`config.mk`:
```
export PLATFORM = sky130hd
export DESIGN_NAME = dma_to_finn_adapter
export DESIGN_NICKNAME = d
export VERILOG_FILES = /design/src/rtl/dma_to_finn_adapter.sv
export SDC_FILE = /design/constraint.sdc
export NUM_CORES = 1
export LEC_CHECK = 0
export CAP_MARGIN = 20
export CELL_PAD_IN_SITES_DETAIL_PLACEMENT = 1
export CELL_PAD_IN_SITES_GLOBAL_PLACEMENT = 1
export CORE_MARGIN = 3
export CORE_UTILIZATION = 40
export CTS_CLUSTER_DIAMETER = 30
export DETAILED_ROUTE_END_ITERATION = 7
export GPL_TIMING_DRIVEN = 0
export MAX_ROUTING_LAYER = met4
export PLACE_DENSITY = 0.82
export SYNTH_ARGS = -nofsm -noshare
export SYNTH_HDL_FRONTEND = slang
export SYNTH_SLANG_ARGS = --single-unit
```
`constraint.sdc`:
```
create_clock -name clk -period 2.6 [get_ports clk]
set_input_delay 0.78 -clock clk [delete_from_list [all_inputs] [get_ports clk]]
set_output_delay 0.78 -clock clk [all_outputs]
set_load 0.1 [all_outputs]
```
`src/rtl/dma_to_finn_adapter.sv`:
```
// Serialises DMA MM2S words into model-width samples for the FINN input stream,
// tracking frame length against DMA TLAST and flagging mismatches.
module dma_to_finn_adapter #(
    parameter int unsigned IN_DATA_WIDTH  = 32,
    parameter int unsigned OUT_DATA_WIDTH = 8,
    parameter bit          PACKED         = 1'b0,
    parameter int unsigned FRAME_LEN      = 784
) (
    input  logic                      clk,
    input  logic                      rst_n,
    input  logic                      s_axis_tvalid,
    input  logic [IN_DATA_WIDTH-1:0]  s_axis_tdata,
    input  logic                      s_axis_tlast,
    output logic                      s_axis_tready,
    output logic                      m_axis_tvalid,
    output logic [OUT_DATA_WIDTH-1:0] m_axis_tdata,
    input  logic                      m_axis_tready,
    output logic                      frame_done,
    output logic                      err_tlast_early,
    output logic                      err_tlast_missing,
    input  logic                      err_clr
);

    localparam int unsigned LANES  = IN_DATA_WIDTH / OUT_DATA_WIDTH;
    localparam int unsigned LANE_W = (LANES > 1) ? $clog2(LANES) : 1;
    localparam int unsigned CNT_W  = (FRAME_LEN > 1) ? $clog2(FRAME_LEN) : 1;
    // In unpacked mode every beat is the last lane, so lane_idx never leaves 0.
    localparam logic [LANE_W-1:0] LAST_LANE = PACKED ? LANE_W'(LANES - 1) : '0;
    localparam logic [CNT_W-1:0]  CNT_LAST  = CNT_W'(FRAME_LEN - 1);

    if (IN_DATA_WIDTH % OUT_DATA_WIDTH != 0) begin : g_chk_width
        $error("IN_DATA_WIDTH must be a multiple of OUT_DATA_WIDTH");
    end
    if (PACKED && (FRAME_LEN % LANES != 0)) begin : g_chk_frame
        $error("FRAME_LEN must be a multiple of LANES in packed mode");
    end

    logic [IN_DATA_WIDTH-1:0] r_word;
    logic                     r_last;
    logic                     r_valid;
    logic [LANE_W-1:0]        r_lane;
    logic [CNT_W-1:0]         r_cnt;
    logic                     r_frame_done;
    logic                     r_err_early;
    logic                     r_err_missing;

    logic              w_lane_last;
    logic              w_in_hs;
    logic              w_out_hs;
    logic              w_last_beat;
    logic [LANE_W-1:0] w_lane_d;
    logic [CNT_W-1:0]  w_cnt_d;
    logic              w_done_d;
    logic              w_set_early;
    logic              w_set_missing;

    assign w_lane_last   = (r_lane == LAST_LANE);
    assign s_axis_tready = !r_valid || (m_axis_tready && w_lane_last);
    assign w_in_hs       = s_axis_tvalid && s_axis_tready;
    assign w_out_hs      = r_valid && m_axis_tready;
    assign w_last_beat   = w_out_hs && w_lane_last;

    assign m_axis_tvalid     = r_valid;
    assign frame_done        = r_frame_done;
    assign err_tlast_early   = r_err_early;
    assign err_tlast_missing = r_err_missing;

    always_comb begin
        m_axis_tdata = '0;
        for (int l = 0; l < LANES; l++) begin
            if (r_lane == LANE_W'(l)) begin
                m_axis_tdata = r_word[l*OUT_DATA_WIDTH +: OUT_DATA_WIDTH];
            end
        end
    end

    always_comb begin
        w_lane_d      = r_lane;
        w_cnt_d       = r_cnt;
        w_done_d      = 1'b0;
        w_set_early   = 1'b0;
        w_set_missing = 1'b0;
        if (w_out_hs) begin
            w_lane_d = w_lane_last ? '0 : r_lane + LANE_W'(1);
            if (w_lane_last && r_last) begin
                w_cnt_d     = '0;
                w_done_d    = 1'b1;
                w_set_early = (r_cnt != CNT_LAST);
            end else if (r_cnt == CNT_LAST) begin
                w_cnt_d       = '0;
                w_done_d      = 1'b1;
                w_set_missing = 1'b1;
            end else begin
                w_cnt_d = r_cnt + CNT_W'(1);
            end
        end
    end

    always_ff @(posedge clk or negedge rst_n) begin
        if (!rst_n) begin
            r_word        <= '0;
            r_last        <= 1'b0;
            r_valid       <= 1'b0;
            r_lane        <= '0;
            r_cnt         <= '0;
            r_frame_done  <= 1'b0;
            r_err_early   <= 1'b0;
            r_err_missing <= 1'b0;
        end else begin
            if (w_in_hs) begin
                r_word <= s_axis_tdata;
                r_last <= s_axis_tlast;
            end
            if (w_in_hs) begin
                r_valid <= 1'b1;
            end else if (w_last_beat) begin
                r_valid <= 1'b0;
            end
            r_lane       <= w_lane_d;
            r_cnt        <= w_cnt_d;
            r_frame_done <= w_done_d;
            // A set in the same cycle as err_clr takes priority.
            if (w_set_early) begin
                r_err_early <= 1'b1;
            end else if (err_clr) begin
                r_err_early <= 1'b0;
            end
            if (w_set_missing) begin
                r_err_missing <= 1'b1;
            end else if (err_clr) begin
                r_err_missing <= 1'b0;
            end
        end
    end

endmodule

```
==> flow_metrics.tcl, run 1 <==
set metrics [dict create \
    crit_buf_inv 3 \
    crit_slowest_cell "dfrtp_1" \
    cts_sinks 49 \
    fmax_mhz 352 \
    ys_types 39 \
    yosysMostFrequentCell "dfrtp_1" \
    synth_area_leaders "dfrtp_1, mux2_2, mux2_1, mux2_4, nand2_1" \
    numPortBuffers 50 \
    drv_cap 0 \
    cts_tree "built" \
    path_class "reg -> out" \
    synth_ff_type "dfrtp_1" \
    num_rows 27 \
    grt-ovfl-total 0 \
    core_mm2 0.00554 \
    worstSkewPairLatency_ps 310 \
    setup_viol 8 \
    seq_area_frac_synth 0.531 \
    track_usage 0.256 \
    grt_max_degree 27 \
    cts-root-buf "clkbuf_8" \
    drtPass1Iterations 4 \
    cts_buffers 5 \
    drt_iter0_drc 73 \
    die-area_mm2 0.00673 \
    relSlewSlack 0.352 \
    htreeDepth 2 \
    synth_commonest_cells "dfrtp_1, nand2_1, mux2_2" \
    syn_to_final_growth_pct 51.1 \
    hpwl_mm 4.27 \
    drt_wl_total_mm 7.92 \
    cp.required_ps 1820 \
    avgRoutedWirePerCell_um 24.2 \
    synth_top_cell_area_share 0.531 \
    viasPerCell 5.59 \
    crit_path_start_kind "flip-flop" \
    hold-worst-slack_ps 476 \
    cp_top_family "buffers and inverters" \
    synth_area_mm2 0.00231 \
    min_period_over_period 1.09 \
    drv_slew 0 \
    arrival_ps 2060 \
    yosysTopAreaCell "dfrtp_1" \
    clock_skew_ps 10.6 \
    place_ws_ps -881 \
    worstPathCellList "inv_2 -> ha_4 -> and2b_4 -> buf_12 -> a221oi_4 -> o31ai_4 -> buf_12" \
    cts.clk_slew.worst_paths_ps 100 \
    ios 51 \
    hold_path.class "in -> async" \
    fin_ws_ps -239 \
    die_w_um 82.0 \
    min_period_ps 2840 \
    synthArstFlopShare 1.00 \
    synth-seq-cells 49 \
    outcome "complete, but fails checks" \
    start_util 0.417 \
    startpoint "r_lane[1]" \
    synth_nets 233 \
    dp.cells 313 \
    worstSetupEndpoint "m_axis_tdata[1]" \
    ys_warn_count 0 \
    slowest_delay_ps 410 \
    n_antenna_cell 0 \
    drive_above_1_share 0.328 \
    grt_first_pass_wirelength_mm 11.8 \
    num_vias 1832 \
    reg2reg_depth 8 \
    syn-instance-count 190 \
    layout.nets 298 \
    tightest_slew_ps 970 \
    path_common_cell "buf_12" \
    synth-edff-count 0 \
    cp-end-kind "output pin" \
    synth.avg_cell_area_um2 12.2 \
    r2r_slack_ps 770 \
    crit_path_max_fanout 5 \
    hold_viol 0 \
    path_depth 7 \
    postRouteAntennaNets 0 \
    regToRegEndpoint "r_word[31]" \
    die_y_um 82.0 \
    ctsHoldBuffers 0 \
    final_core_util 0.630 \
    globalplace.congestion 0.812 \
    grt_pass1_vias 2104 \
    regToRegStartpoint "r_lane[0]" \
    rsz0062_at_grt "yes" \
    grt_antenna_before_repair 0 \
    fin_cells 328 \
    drc 0 \
    cts_max_path_buffers 2 \
    failed_checks "negative setup slack" \
]
worst reg2reg max path: cells and delay by family, from the launching register on:
kind | cells | cell delay (ps)
buffers and inverters | 3 | 400
adders and majority gates | 1 | 170
and+or+nand+nor | 3 | 320
muxes | 1 | 390
DFF | 1 | 440
repair_timing:
item / in CTS / in global routing
pin swaps: 6 / 8
gates cloned: 0 / 0
buffers inserted: 5 / 3
setup endpoints to repair: 10 / 12
resized for setup: 108 / 12
worst min path at each step:
stage               cells past startpoint  slack (ps)                end              start
floorplan                               1         460          r_word[8]          r_word[8]
global placement                        1         470          r_word[2]          r_word[2]
detailed placement                      1         480  err_tlast_missing  err_tlast_missing
CTS                                     1         500  err_tlast_missing  err_tlast_missing
global route                            1         510          r_word[1]              rst_n
finish                                  1         480          r_word[1]              rst_n
layer usage:
metal	share of wire	vias to the layer above	global-route usage
met5	0	-	-
met4	0.025	0	0.115
met3	0.036	15	0.0537
met2	0.55	52	0.457
met1	0.39	952	0.270
li1	-	813	-
cell usage in the layout (no fill, tap or decap), types with 6 or more instances in the layout:
master | netlist | routed
clkdlybuf4s50_1 | 0 | 36
mux2_1 | 10 | 10
buf_6 | 3 | 7
o31ai_4 | 0 | 7
nor2b_1 | 7 | 7
buf_12 | 0 | 12
mux2_2 | 16 | 16
a221oi_4 | 0 | 7
dfrtp_1 | 49 | 48
nor2_1 | 6 | 6
nand2_1 | 20 | 20
mux2_4 | 7 | 7
cell families (layout without fill, tap and decap cells):
logic type / Yosys count / in the layout / synth area share
AO/OA/AOI/OAI: 31 / 31 / 0.0980
XOR/XNOR: 5 / 5 / 0.0190
adder cells (fa/ha/maj): 5 / 5 / 0.0271
buffers and inverters: 12 / 78 / 0.0303
flip-flops: 49 / 49 / 0.531
multiplexers: 33 / 33 / 0.172
AND/OR/NAND/NOR: 55 / 55 / 0.123
metrics by stage:
step / cell area (µm²) / TNS, ps
2_1_floorplan: 2440 / -779
3_3_place_gp: 3030 / -43030
3_5_place_dp: 3040 / -7260
4_1_cts: 3450 / -1200
5_1_grt: 3490 / -1350
6_report: 3490 / -1010
sequential cells by signal, summed over array words and instances (netlist names):
register / cells
err_tlast_early: 1
err_tlast_missing: 1
frame_done: 1
m_axis_tvalid: 1
r_cnt: 10
r_lane: 2
r_last: 1
r_word: 32
layout make-up:
type	count	area, µm²
Fill cell	526	2050
Multi-Input combinational cell	129	1300
Sequential cell	49	1230
Timing Repair Buffer	59	696
Tap cell	72	90.1
Buffer	7	77.6
Clock buffer	6	72.6
Inverter	4	17.5
Clock inverter	2	10.0
Power of run 1 is not shown: default switching activity piles up to over one toggle a cycle in this logic, so the estimate is an artifact.
==> run 2, diff against run 1 <==
Settings changed: CORE_ASPECT_RATIO from default to 0.7.
==> run 2 against run 1 <==
The run still ends with negative setup slack left. Critical path depth unchanged. Maximum frequency up 3.0%. Via count up 1.5%.
==> flow_metrics.tcl, run 2 (synthesized netlist as in run 1, its figures left out) <==
set metrics [dict create \
    viasPerCell 5.64 \
    cp.required_ps 1820 \
    core_mm2 0.00542 \
    fmax_mhz 363 \
    grt_first_pass_wirelength_mm 12.1 \
    globalplace.congestion 0.809 \
    num_vias 1860 \
    failed_checks "negative setup slack" \
    drc 0 \
    worstPathCellList "inv_2 -> buf_6 -> ha_4 -> and2b_4 -> a221oi_4 -> o31ai_4 -> buf_12" \
    drt_wl_total_mm 7.91 \
    multi_input_area_mm2 0.00126 \
    die_w_um 96.9 \
    regToRegStartpoint "r_lane[1]" \
    fin_ws_ps -157 \
    worstSkewPairLatency_ps 320 \
    drive_above_1_share 0.333 \
    crit_slowest_cell "dfrtp_1" \
    cts.clk_slew.worst_paths_ps 100 \
    register_area_mm2 0.00123 \
    fill_cells 518 \
    place_ws_ps -950 \
    start_util 0.426 \
    crit_path_max_fanout 7 \
    slowest_delay_ps 430 \
    final_common_cell "dfrtp_1" \
    arrival_ps 1980 \
    setup_viol 8 \
    layout.nets 300 \
    track_usage 0.243 \
    hpwl_mm 4.65 \
    die_y_um 69.6 \
    clock_skew_ps 10.4 \
    cts_sinks 49 \
    postRouteAntennaNets 0 \
    cts_buffers 5 \
    tightest_slew_ps 972 \
    drtPass1Iterations 4 \
    n_antenna_cell 0 \
    path_class "reg -> out" \
    rsz0062_at_grt "yes" \
    hold_path.class "in -> async" \
    crit_path_start_kind "flip-flop" \
    grt-ovfl-total 0 \
    reg2reg_depth 8 \
    r2r_slack_ps 650 \
    grt_max_degree 29 \
    grt_pass1_vias 2127 \
    final_cell_mix "dfrtp_1, clkdlybuf4s50_1, nand2_1" \
    top_register "r_word" \
    drv_cap 0 \
    cp_top_family "flip-flops" \
    cts_max_path_buffers 2 \
    cts_tree "built" \
    avgRoutedWirePerCell_um 24.0 \
    min_period_ps 2760 \
    drv_slew 0 \
    ios 51 \
    ctsHoldBuffers 0 \
    outcome "complete, but fails checks" \
    hold_viol 0 \
    top_regs "r_word x32, r_cnt x10, r_lane x2" \
    largest_reg_flops 32 \
    cp-end-kind "output pin" \
    die-area_mm2 0.00674 \
    min_period_over_period 1.06 \
    crit_buf_inv 3 \
    relSlewSlack 0.355 \
    numPortBuffers 50 \
    htreeDepth 2 \
    grt_antenna_before_repair 0 \
    drt_iter0_drc 91 \
    syn_to_final_growth_pct 50.8 \
    regToRegEndpoint "r_cnt[9]" \
    cts-root-buf "clkbuf_8" \
    num_rows 22 \
]
run 2: cell count changes in the layout (fill, tap and decap cells not counted), sizes merged:
| cell | change |
|---|---|
| clkbuf | +2 |
| clkinv | -2 |
| buf | +1 |
| bufinv | +1 |
| dlygate4sd2 | +1 |
| dlymetal6s2s | -1 |
run 2: how the worst max path moves through the flow:
stage | from | endpoint | slack [ps] | depth (start not counted)
after floorplan | r_lane[1] | m_axis_tdata[5] | -110 | 6
after global placement | r_lane[1] | m_axis_tdata[6] | -880 | 7
after detailed placement | r_lane[1] | m_axis_tdata[6] | -950 | 7
after CTS | r_lane[0] | m_axis_tdata[6] | -190 | 6
after global routing | r_lane[1] | m_axis_tdata[0] | -200 | 8
final | r_lane[1] | m_axis_tdata[7] | -160 | 7
run 2: what timing repair did:
action | CTS | global route
endpoints found under the setup margin | 11 | 11
gates resized for setup | 100 | 14
pin swaps | 5 | 5
buffers inserted | 5 | 4
gates cloned | 0 | 1
run 2: layer usage:
metal | track usage | up-vias | wire length (µm)
li1 | - | 817 | -
met1 | 0.292 | 971 | 3480
met2 | 0.417 | 57 | 3960
met3 | 0.0482 | 15 | 254
met4 | 0.0717 | 0 | 212
met5 | - | - | 0
run 2: per-stage QoR:
step / setup TNS (ps) / std cells / utilization / cell area [µm²] / hold slack, ps
after floorplan: -779 / 190 / - / 2440 / 464
after global placement: -42340 / 312 / 0.558 / 3030 / 473
after detailed placement: -7670 / 313 / 0.561 / 3040 / 481
after CTS: -999 / 326 / 0.621 / 3370 / 448
after global routing: -1530 / 330 / 0.643 / 3480 / 458
final: -1140 / 330 / 0.643 / 3480 / 437
run 2: final cells by class:
type                       instances  area share
timing repair buffer              61       0.201
sequential                        49       0.352
buffer                             7      0.0212
multi-input combinational        129       0.362
inverter                           4     0.00431
clock buffer                       7      0.0248
tap                               72      0.0259
clock inverter                     1     0.00862
Power of run 2 is left out for the same reason.
==> run 3, diff against run 2 <==
Settings changed: CORE_UTILIZATION 40 to 43, PLACE_DENSITY 0.82 to 0.87.
Clock period 2.6 ns to 3.54 ns, I/O delays scaled along.
==> run 3 against run 2 <==
The flow now finishes without violations. Wire length down 19%. Sequential cell count unchanged. Hold slack better by 67 ps. Worst setup slack better by 270 ps. Non-clock buffer count down 10. Final cell count down 3.9%. Count of clock-buffer cells in the layout down 1. Register-to-register slack better by 1100 ps. Highest routed layer unchanged. Global-route usage down 2.0 points. Clock skew about the same.
==> flow_metrics.tcl, run 3 (synthesized netlist as in run 1, its figures left out) <==
set metrics [dict create \
    top_regs "r_word x32, r_cnt x10, r_lane x2" \
    drv_cap 0 \
    dp.cells 310 \
    core_mm2 0.00499 \
    grt_first_pass_wirelength_mm 10.3 \
    cts.clk_slew.worst_paths_ps 90 \
    final_common_cell "dfrtp_1" \
    viasPerCell 5.50 \
    hold-worst-slack_ps 504 \
    cts-root-buf "clkbuf_8" \
    drive_above_1_share 0.246 \
    relSlewSlack 0.354 \
    ios 51 \
    cts_max_path_buffers 2 \
    tightest_slew_ps 966 \
    syn_to_final_growth_pct 32.2 \
    grt_pass1_vias 1944 \
    final_cell_mix "dfrtp_1, clkdlybuf4s50_1, nand2_1" \
    die-area_mm2 0.00630 \
    track_usage 0.223 \
    path_class "reg -> out" \
    fmax_mhz 292 \
    num_vias 1743 \
    largest_reg_flops 32 \
    ctsHoldBuffers 0 \
    hpwl_mm 4.72 \
    r2r_slack_ps 1720 \
    crit_path_start_kind "flip-flop" \
    fin_cells 317 \
    drc 0 \
    start_util 0.463 \
    reg2reg_depth 7 \
    min_path_cells 1 \
    clock_skew_ps 10.7 \
    layout.nets 290 \
    worstPathCellList "inv_1 -> ha_1 -> buf_2 -> and2b_1 -> a221oi_1 -> o31ai_4 -> clkbuf_4" \
    rsz0062_at_grt "yes" \
    arrival_ps 2360 \
    crit_slowest_cell "a221oi_1" \
    htreeDepth 2 \
    numPortBuffers 50 \
    fin_setup_tns_ps 0 \
    outcome "finished, final reports clean" \
    grt-ovfl-total 0 \
    cts_sinks 49 \
    postRouteAntennaNets 0 \
    min_period_over_period 0.967 \
    multi_input_area_mm2 0.00109 \
    globalplace.congestion 0.789 \
    slowest_delay_ps 460 \
    cts_tree "built" \
    hold_viol 0 \
    postCtsSetupRepairBufs 0 \
    setup_viol 0 \
    register_area_mm2 0.00123 \
    drt_wl_total_mm 6.41 \
    cts_buffers 5 \
    grt_antenna_before_repair 0 \
    fill_cells 519 \
    die_y_um 67.3 \
    cp-end-kind "output pin" \
    grt_max_degree 32 \
    avgRoutedWirePerCell_um 20.2 \
    cp.required_ps 2480 \
    crit_path_max_fanout 10 \
    min_period_ps 3420 \
    num_rows 21 \
    worstSkewPairLatency_ps 300 \
    drtPass1Iterations 5 \
    drt_iter0_drc 117 \
    drv_slew 0 \
    n_antenna_cell 0 \
    hold_path.class "reg -> reg" \
    top_register "r_word" \
    die_w_um 93.6 \
]
## run 3: repair_timing
item,4_1_cts,5_1_grt
setup endpoints to repair,9,7
pin swaps,0,0
resized for setup,43,10
## run 3: worst paths after layout
kind | from | endpoint
min in group asynchronous | rst_n | r_word[6]
max in group asynchronous | rst_n | r_word[10]
worst max register to register | r_lane[1] | r_word[3]
worst min register to register | err_tlast_early | err_tlast_early
worst max-delay path | r_lane[1] | m_axis_tdata[2]
worst min-delay path | err_tlast_early | err_tlast_early
## run 3: final cells by class
type,count,share of cell area
buffer,7,0.0176
clock inverter,2,0.00492
timing repair buffer,51,0.162
sequential,49,0.401
tap,69,0.0283
clock buffer,6,0.0238
multi-input combinational,129,0.357
inverter,4,0.00492
## run 3: worst max-delay path, delay by kind of cell, from the launching register on
family                     cells  cell delay (ps)
AOI/OAI and AO/OA              2              530
buffers and inverters          3              650
DFF                            1              410
adders and majority gates      1              160
and+or+nand+nor                1              310
## run 3: per-stage QoR
| stage | setup WS (ps) | instance area (µm²) | utilization |
|---|---|---|---|
| 3_5_place_dp | -624 | 2990 | 0.598 |
| 2_1_floorplan | -10.8 | 2380 | - |
| 3_3_place_gp | -531 | 2970 | 0.595 |
| 6_report | 115 | 3050 | 0.612 |
| 5_1_grt | -20.0 | 3050 | 0.612 |
| 4_1_cts | 46.1 | 3040 | 0.609 |
## run 3: routing by layer
layer  vias to the layer above  part of all wire  global-route usage
met3                        10             0.042              0.0512
met1                       883              0.44               0.275
met4                         0             0.016              0.0649
li1                        798                 -                   -
met5                         -                 0                   -
met2                        52              0.50               0.374
Power of run 3 is left out for the same reason.
